**src/rtl/axis_fir_pkg.sv**
```systemverilog
// rtl/axis_fir_pkg.sv - shared widths, FIFO entry type and saturating shift helper
package axis_fir_pkg;

  localparam int DIN_W_DEF  = 32;
  localparam int DOUT_W_DEF = 16;
  // Working width for the shift/clamp helper; wide enough for DIN_W+1 bits.
  localparam int SAT_W      = 64;

  typedef struct packed {
    logic                  last;
    logic [DOUT_W_DEF-1:0] sample;
  } fifo_entry_t;

  typedef struct packed {
    logic             ovf;
    logic [SAT_W-1:0] val;
  } sat_res_t;

  // Arithmetic right shift followed by clamping to a signed dout_w range.
  function automatic sat_res_t sat_shift(input logic signed [SAT_W-1:0] din,
                                         input int                      shift,
                                         input int                      dout_w);
    logic signed [SAT_W-1:0] y;
    logic signed [SAT_W-1:0] hi;
    logic signed [SAT_W-1:0] lo;
    sat_res_t                res;
    y       = din >>> shift;
    hi      = (64'sd1 <<< (dout_w - 1)) - 64'sd1;
    lo      = -(64'sd1 <<< (dout_w - 1));
    res.ovf = 1'b0;
    res.val = y;
    if (y > hi) begin
      res.val = hi;
      res.ovf = 1'b1;
    end else if (y < lo) begin
      res.val = lo;
      res.ovf = 1'b1;
    end
    return res;
  endfunction

endpackage

```
**src/rtl/axis_sync_fifo.sv**
```systemverilog
// rtl/axis_sync_fifo.sv - first-word-fall-through synchronous FIFO with occupancy count
module axis_sync_fifo #(
  parameter int WIDTH = 17,
  parameter int DEPTH = 16
) (
  input  logic                   aclk,
  input  logic                   aresetn,
  input  logic                   wr_en,
  input  logic [WIDTH-1:0]       wr_data,
  input  logic                   rd_en,
  output logic [WIDTH-1:0]       rd_data,
  output logic                   empty,
  output logic [$clog2(DEPTH):0] count
);

  localparam int AW = $clog2(DEPTH);
  localparam int PW = AW + 1;

  logic [WIDTH-1:0] mem [DEPTH];
  logic [PW-1:0]    wr_ptr;
  logic [PW-1:0]    rd_ptr;
  logic             full;
  logic             do_wr;
  logic             do_rd;

  // Pointers carry one extra bit so full and empty are distinguishable.
  assign count   = wr_ptr - rd_ptr;
  assign empty   = (count == '0);
  assign full    = (count == PW'(DEPTH));
  assign do_rd   = rd_en & ~empty;
  assign do_wr   = wr_en & (~full | do_rd);
  assign rd_data = mem[rd_ptr[AW-1:0]];

  // Pointer advance on accepted write/read.
  always_ff @(posedge aclk or negedge aresetn) begin
    if (!aresetn) begin
      wr_ptr <= '0;
      rd_ptr <= '0;
    end else begin
      if (do_wr) wr_ptr <= wr_ptr + PW'(1);
      if (do_rd) rd_ptr <= rd_ptr + PW'(1);
    end
  end

  // Storage array; contents are don't-care until written.
  always_ff @(posedge aclk) begin
    if (do_wr) mem[wr_ptr[AW-1:0]] <= wr_data;
  end

endmodule

```
**src/rtl/axis_fir_sink.sv**
```systemverilog
// rtl/axis_fir_sink.sv - FIR output rescale/saturate, buffer and re-frame; AXIS_FIR_SINK_ROUND_EN selects round-half-up
module axis_fir_sink
  import axis_fir_pkg::*;
#(
  parameter int DIN_W      = DIN_W_DEF,
  parameter int DOUT_W     = DOUT_W_DEF,
  parameter int SHIFT      = 15,
  parameter int FRAME_LEN  = 1000,
  parameter int FIFO_DEPTH = 16
) (
  input  logic              aclk,
  input  logic              aresetn,
  input  logic [DIN_W-1:0]  s_axis_data_tdata,
  input  logic              s_axis_data_tvalid,
  output logic              s_axis_data_tready,
  output logic [DOUT_W-1:0] m_axis_tdata,
  output logic              m_axis_tvalid,
  input  logic              m_axis_tready,
  output logic              m_axis_tlast,
  output logic              sat_flag,
  output logic [15:0]       frame_cnt
);

  localparam int CW = $clog2(FIFO_DEPTH) + 1;
  localparam int IW = $clog2(FRAME_LEN);
  localparam logic [IW-1:0] LAST_IDX = IW'(FRAME_LEN - 1);

  logic                    s_ready_q;
  logic                    accept;
  logic signed [SAT_W-1:0] din_ext;
  logic signed [SAT_W-1:0] din_adj;
  sat_res_t                sat_r;

  logic                    s1_valid;
  logic                    s1_last;
  logic [DOUT_W-1:0]       s1_sample;
  logic [IW-1:0]           in_idx;

  logic [DOUT_W:0]         fifo_head;
  logic                    fifo_empty;
  logic [CW-1:0]           fifo_count;
  logic                    pop;
  logic [CW:0]             occ_next;

  assign accept  = s_axis_data_tvalid & s_ready_q;
  assign din_ext = SAT_W'($signed(s_axis_data_tdata));

`ifdef AXIS_FIR_SINK_ROUND_EN
  // Adding half an LSB before the floor shift gives round-half-up; the wide
  // working width keeps the most positive input from wrapping.
  assign din_adj = din_ext + (SAT_W'(1) <<< (SHIFT - 1));
`else
  assign din_adj = din_ext;
`endif

  assign sat_r = sat_shift(din_adj, SHIFT, DOUT_W);

  // Stage 1: capture the rescaled sample, its frame position and saturation.
  always_ff @(posedge aclk or negedge aresetn) begin
    if (!aresetn) begin
      s1_valid  <= 1'b0;
      s1_last   <= 1'b0;
      s1_sample <= '0;
      in_idx    <= '0;
      sat_flag  <= 1'b0;
    end else begin
      s1_valid <= accept;
      if (accept) begin
        s1_sample <= DOUT_W'(sat_r.val);
        s1_last   <= (in_idx == LAST_IDX);
        in_idx    <= (in_idx == LAST_IDX) ? '0 : in_idx + IW'(1);
        if (sat_r.ovf) sat_flag <= 1'b1;
      end
    end
  end

  // Stage 1 always drains into the FIFO; ready throttling guarantees room.
  axis_sync_fifo #(
    .WIDTH (DOUT_W + 1),
    .DEPTH (FIFO_DEPTH)
  ) u_fifo (
    .aclk    (aclk),
    .aresetn (aresetn),
    .wr_en   (s1_valid),
    .wr_data ({s1_last, s1_sample}),
    .rd_en   (m_axis_tready),
    .rd_data (fifo_head),
    .empty   (fifo_empty),
    .count   (fifo_count)
  );

  assign pop           = m_axis_tready & ~fifo_empty;
  assign m_axis_tvalid = ~fifo_empty;
  assign m_axis_tdata  = fifo_empty ? '0 : fifo_head[DOUT_W-1:0];
  assign m_axis_tlast  = fifo_empty ? 1'b0 : fifo_head[DOUT_W];

  // Occupancy (FIFO plus stage 1) as it will stand after this edge.
  assign occ_next = {1'b0, fifo_count}
                  + {{CW{1'b0}}, s1_valid}
                  + {{CW{1'b0}}, accept}
                  - {{CW{1'b0}}, pop};

  // Registered ready: only offer a slot when the next sample is sure to fit.
  always_ff @(posedge aclk or negedge aresetn) begin
    if (!aresetn) begin
      s_ready_q <= 1'b0;
    end else begin
      s_ready_q <= (occ_next < (CW + 1)'(FIFO_DEPTH));
    end
  end

  assign s_axis_data_tready = s_ready_q;

  // Count completed frames as their last sample leaves.
  always_ff @(posedge aclk or negedge aresetn) begin
    if (!aresetn) begin
      frame_cnt <= 16'd0;
    end else if (pop && fifo_head[DOUT_W]) begin
      frame_cnt <= frame_cnt + 16'd1;
    end
  end

endmodule

```
**config.mk**
```make
export PLATFORM = sky130hd
export DESIGN_NAME = axis_fir_sink
export DESIGN_NICKNAME = d
export VERILOG_FILES = /design/src/rtl/axis_fir_pkg.sv /design/src/rtl/axis_sync_fifo.sv /design/src/rtl/axis_fir_sink.sv
export SDC_FILE = /design/constraint.sdc
export NUM_CORES = 1
export LEC_CHECK = 0
export CORE_UTILIZATION = 44
export CTS_CLUSTER_DIAMETER = 200
export DETAILED_ROUTE_END_ITERATION = 10
export DONT_BUFFER_PORTS = 1
export RECOVER_POWER = 25
export SETUP_SLACK_MARGIN = 0.05
export SKIP_LAST_GASP = 1
export SYNTH_ARGS = -nofsm -noshare
export SYNTH_HDL_FRONTEND = slang
export SYNTH_SLANG_ARGS = --single-unit
```
**constraint.sdc**
```tcl
create_clock -name aclk -period 5.4 [get_ports aclk]
set_clock_uncertainty 0.15 [all_clocks]
set_input_delay 0.27 -clock aclk [delete_from_list [all_inputs] [get_ports aclk]]
set_output_delay 0.27 -clock aclk [all_outputs]
set_load 0.03 [all_outputs]
```
==> metrics.log <==
[metrics] run status: finished with violations
[metrics] violations in the final reports: capacitance limit, slew limit
[metrics] total non-filler cell area in the finished layout: about 0.015 mm²
[metrics] DRC violation total after the first TritonRoute iteration: around 590
[metrics] main combinational cell family by area after synthesis: multiplexers
[metrics] netlist area before placement: 0.01344 mm²
[metrics] clock slew seen by the registers of the worst setup and hold paths: roughly 60 ps
[metrics] critical path arrival: 4090 ps
[metrics] number of clock sinks: 328
[metrics] gpl congestion: approximately 0.81
[metrics] crit-path cells: ha_1, inv_1, fa_1, xnor2_1, ha_1, and3b_1, and4_1, nor2_2, buf_4, and2_1
[metrics] share of synthesized flip-flops with an asynchronous set or reset: 17.07%
[metrics] data required time at the worst endpoint: between 4000 and 5000 ps
[metrics] Most used DFF post-synth: edfxtp_1
[metrics] share of synthesized cell area in and, or, nand and nor gates: under 10%
[metrics] Hold Fails Final Rpt: 0
[metrics] Min-Delay Path Class: input port to register
[metrics] combined area of the multi-input logic cells: 0.003649 mm²
[metrics] synthesized instance count: 729
[metrics] launching element of the worst setup path: u_fifo.rd_ptr[0]
[metrics] post-synthesis mux area share: between 10% and 20%
[metrics] I/O pin total: 72
[metrics] clock buffer count from CTS: 35
[metrics] transition at the pin with the smallest max-transition slack: 3405 ps
[metrics] Routed WL: just under 30 mm
[metrics] FF-to-FF End: s_axis_data_tready
[metrics] relative slew slack: -127.0%
[metrics] cell occurring most often along the worst timing path: ha_1
[metrics] Overflow after GRT: 0
[metrics] ratio of routed vias to standard cells: between 5 and 6
[metrics] final count of pins violating max slew: 57
[metrics] GRT Util Overall: 19.61%
[metrics] initial antenna violation count: 0
[metrics] Die W: 176.8 µm
[metrics] Total Negative Setup Slacks: 0 ps
[metrics] pin count of the biggest net entering global routing: 71
[metrics] Setup crit end kind: primary output
[metrics] number of enable-type register cells in the synthesized netlist: 272
[metrics] worst setup path end: m_axis_tdata[5]
[metrics] row count: 63
[metrics] clock tree from TritonCTS: done
[metrics] post-detailed-route count of antenna-violating nets: 0
[metrics] final number of setup-violating endpoints: 0
[metrics] unique cell type count in the Yosys netlist: 43
[metrics] total area of sequential cells: 0.009574 mm²
[metrics] RSZ-0062 raised after global routing: false
[metrics] die area: 0.03126 mm²
[metrics] compound-cell area share of the yosys netlist: 2.038%
[metrics] number of max-capacitance violations reported: 1
[metrics] layout net count: 842
[metrics] Starting Density: 45.00%
[metrics] mean cell area of the mapped netlist: 18.44 µm²
[metrics] number of input and output port buffers inserted: 0
[metrics] latest clock arrival within the worst-skew pair: 500 ps
[metrics] cell with the largest stage delay on the worst path: dfrtp_4
[metrics] Setup Crit Path Kind: register to primary output
[metrics] clock tree buffer depth: 3
[metrics] number of cells on the worst reg-to-reg path: 15
[metrics] sequential area share after synthesis: 71.18%
[metrics] critical path fanouts, max: 33
[metrics] xor/xnor cell area share of the yosys netlist: approximately 2.2%
[metrics] DPL Wire Length: 16.29 mm
[metrics] diode count: 0
[metrics] post-CTS resize count: 0
[metrics] vias after detailed routing: around 6.8k
[metrics] placeable core region: 0.02987 mm²
[metrics] layout cells sized above 1: about a fifth
[metrics] power density over the cells: 559.8 mW/mm²
[metrics] cell area after placement: 0.01395 mm²
[metrics] R2R Path Start: u_fifo.rd_ptr[0]
[metrics] Filler Cell Count: around 2.4k
[metrics] Power Total: 8.657 mW
[metrics] maximum frequency from static timing analysis: 221.7 MHz
[metrics] syn nets: slightly below 800
[metrics] via count of the first global-routing pass: 7,508
[metrics] final design utilization: 51.76%
[metrics] highest ir drop seen on vdd: 0.5166 mV
[metrics] Root Driver: clkbuf_16
[metrics] first-pass iteration count of the detailed router: 5
[metrics] startpoint types: register
[metrics] time the final worst path needs with I/O delays and setup: ~4500 ps
[metrics] residual DRC count: 0
[metrics] global-route wire length before repair: 44.72 mm
[metrics] flop-to-flop setup slack: 1090 ps
[metrics] biggest cell delay along the critical path: 870 ps
[metrics] H-tree depth: 2
[metrics] adder-cell share of the synthesized area: 1.824%
[metrics] Die Y-Extent: 176.8 µm
[metrics] static leakage: 5.403 nW
[metrics] post-route clock period utilization: 83.54%
[metrics] synthesized flop and latch total: roughly 330
[metrics] Wirelength per Cell: 24.19 µm
[metrics] area growth from synthesis to final layout: 15.02%
[metrics] number of warnings printed during yosys synthesis: 0
worst min-delay path by stage:
stage | startpoint | to | slack [ps] | cells after the start
5_1_grt | s_axis_data_tdata[30] | s1_sample[7] | 30 | 4
6_report | s_axis_data_tdata[22] | s1_sample[7] | 10 | 4
3_3_place_gp | aresetn | frame_cnt[12] | -170 | 0
4_1_cts | s_axis_data_tdata[30] | s1_sample[10] | 4 | 4
2_1_floorplan | aresetn | frame_cnt[0] | -180 | 0
3_5_place_dp | aresetn | frame_cnt[12] | -170 | 0
layout by cell type, fill, tap and decap left out, drive strengths merged:
cell         netlist  routed
mux2               3       3
nor4               9       9
dlygate4sd3        0      30
a31o               1       1
nand4             13      13
a22o               1       1
nand3b             1       1
or4                1       1
bufinv             0       6
nor3               4       4
nor2               9       9
clkinvlp           0       2
o21ai             38      38
or3                1       1
clkbuf            19      47
xor2               7       7
edfxtp           272     272
inv               19      20
clkinv             0       7
a21o               3       3
ha                18      18
dfrtp             56      56
mux2i              3       3
nor3b              1       1
o41ai              1       1
nand2             58      58
and4               5       5
and3b              1       1
nand3             10      10
buf               14      23
fa                 1       1
mux4              84      84
or2                1       1
a21oi              4       4
nand2b             1       1
a211oi             1       1
o31ai              1       1
and2              30      30
and3              11      11
xnor2             27      27
layer usage:
layer	GRT usage [%]	share of wire [%]	wire (µm)
met1	26.62	43	12620
met2	32.78	50	14540
met3	2.985	4.3	1262
met4	5.927	2.2	654
met5	0	0	0
cells in the mapped netlist, types with 2 or more instances:
cell | instances | area [µm²]
edfxtp_1 | 272 | 8168
mux4_2 | 77 | 1734
nand2_1 | 58 | 217.7
dfrtp_1 | 56 | 1401
o21ai_0 | 38 | 190.2
and2_1 | 29 | 181.4
xnor2_1 | 27 | 236.5
clkbuf_1 | 19 | 71.32
ha_1 | 18 | 225.2
inv_1 | 18 | 67.56
nand4_1 | 13 | 81.33
and3_1 | 11 | 68.82
nand3_1 | 10 | 50.05
nor2_1 | 9 | 33.78
nor4_1 | 9 | 56.30
buf_2 | 7 | 35.03
mux4_1 | 7 | 183.9
xor2_1 | 7 | 61.31
and4_1 | 5 | 43.79
a21oi_1 | 4 | 20.02
buf_6 | 4 | 45.04
nor3_1 | 4 | 20.02
a21o_1 | 3 | 22.52
mux2i_1 | 3 | 30.03
buf_12 | 2 | 40.04
mux2_1 | 2 | 22.52
through the flow:
step	setup WS, ps	hold WS, ps	instances
finish	888.9	10.02	1202
global route	554.5	27.50	1202
global placement	1224	-173.7	1109
floorplan	651.3	-175.6	729
detailed placement	1026	-173.4	1109
CTS	743.8	3.820	1202
report_power, final:
group          internal, mW  leakage (nW)  total, mW  switching (mW)
Sequential             3.21          3.21       3.68           0.468
Combinational          1.08          1.60       2.49            1.41
Clock                  1.55         0.589       2.49           0.937
Total                  5.84          5.40       8.66            2.82
flip-flops by register name, summed over array words and instances (netlist names):
register and flops:
frame_cnt 16, in_idx 10, s1_last 1, s1_sample 16, s1_valid 1, s_axis_data_tready 1, sat_flag 1, u_fifo.mem 272
u_fifo.rd_ptr 5, u_fifo.wr_ptr 5
logic make-up (layout without fill, tap and decap cells):
| kind of cell | count (synthesis) | in the layout |
|---|---|---|
| AOI/OAI and AO/OA | 50 | 50 |
| xor gates and xnor gates | 34 | 34 |
| adders and majority gates | 19 | 19 |
| buffers and inverters | 52 | 135 |
| DFF | 328 | 328 |
| muxes | 90 | 90 |
| and+or+nand+nor | 156 | 156 |
timing repair:
item,in CTS,in global routing
hold buffers,31,0
buffers inserted,0,0
endpoints found under the hold margin,77,0
critical path, delay by kind of cell, from the launching register on:
family / cells / cell delay (ps)
XOR/XNOR: 1 / 200
adder cells (fa/ha/maj): 3 / 900
buffers and inverters: 2 / 420
flip-flops: 1 / 870
AND/OR/NAND/NOR: 4 / 1170
cell type report:
type	count	area share, %
clock inverter	16	1.537
timing repair buffer	54	3.083
tap	390	3.156
multi-input combinational	349	23.59
sequential	328	61.91
inverter	19	0.4612
clock buffer	46	6.255
No activity file was read; power rests on OpenSTA's default activity.
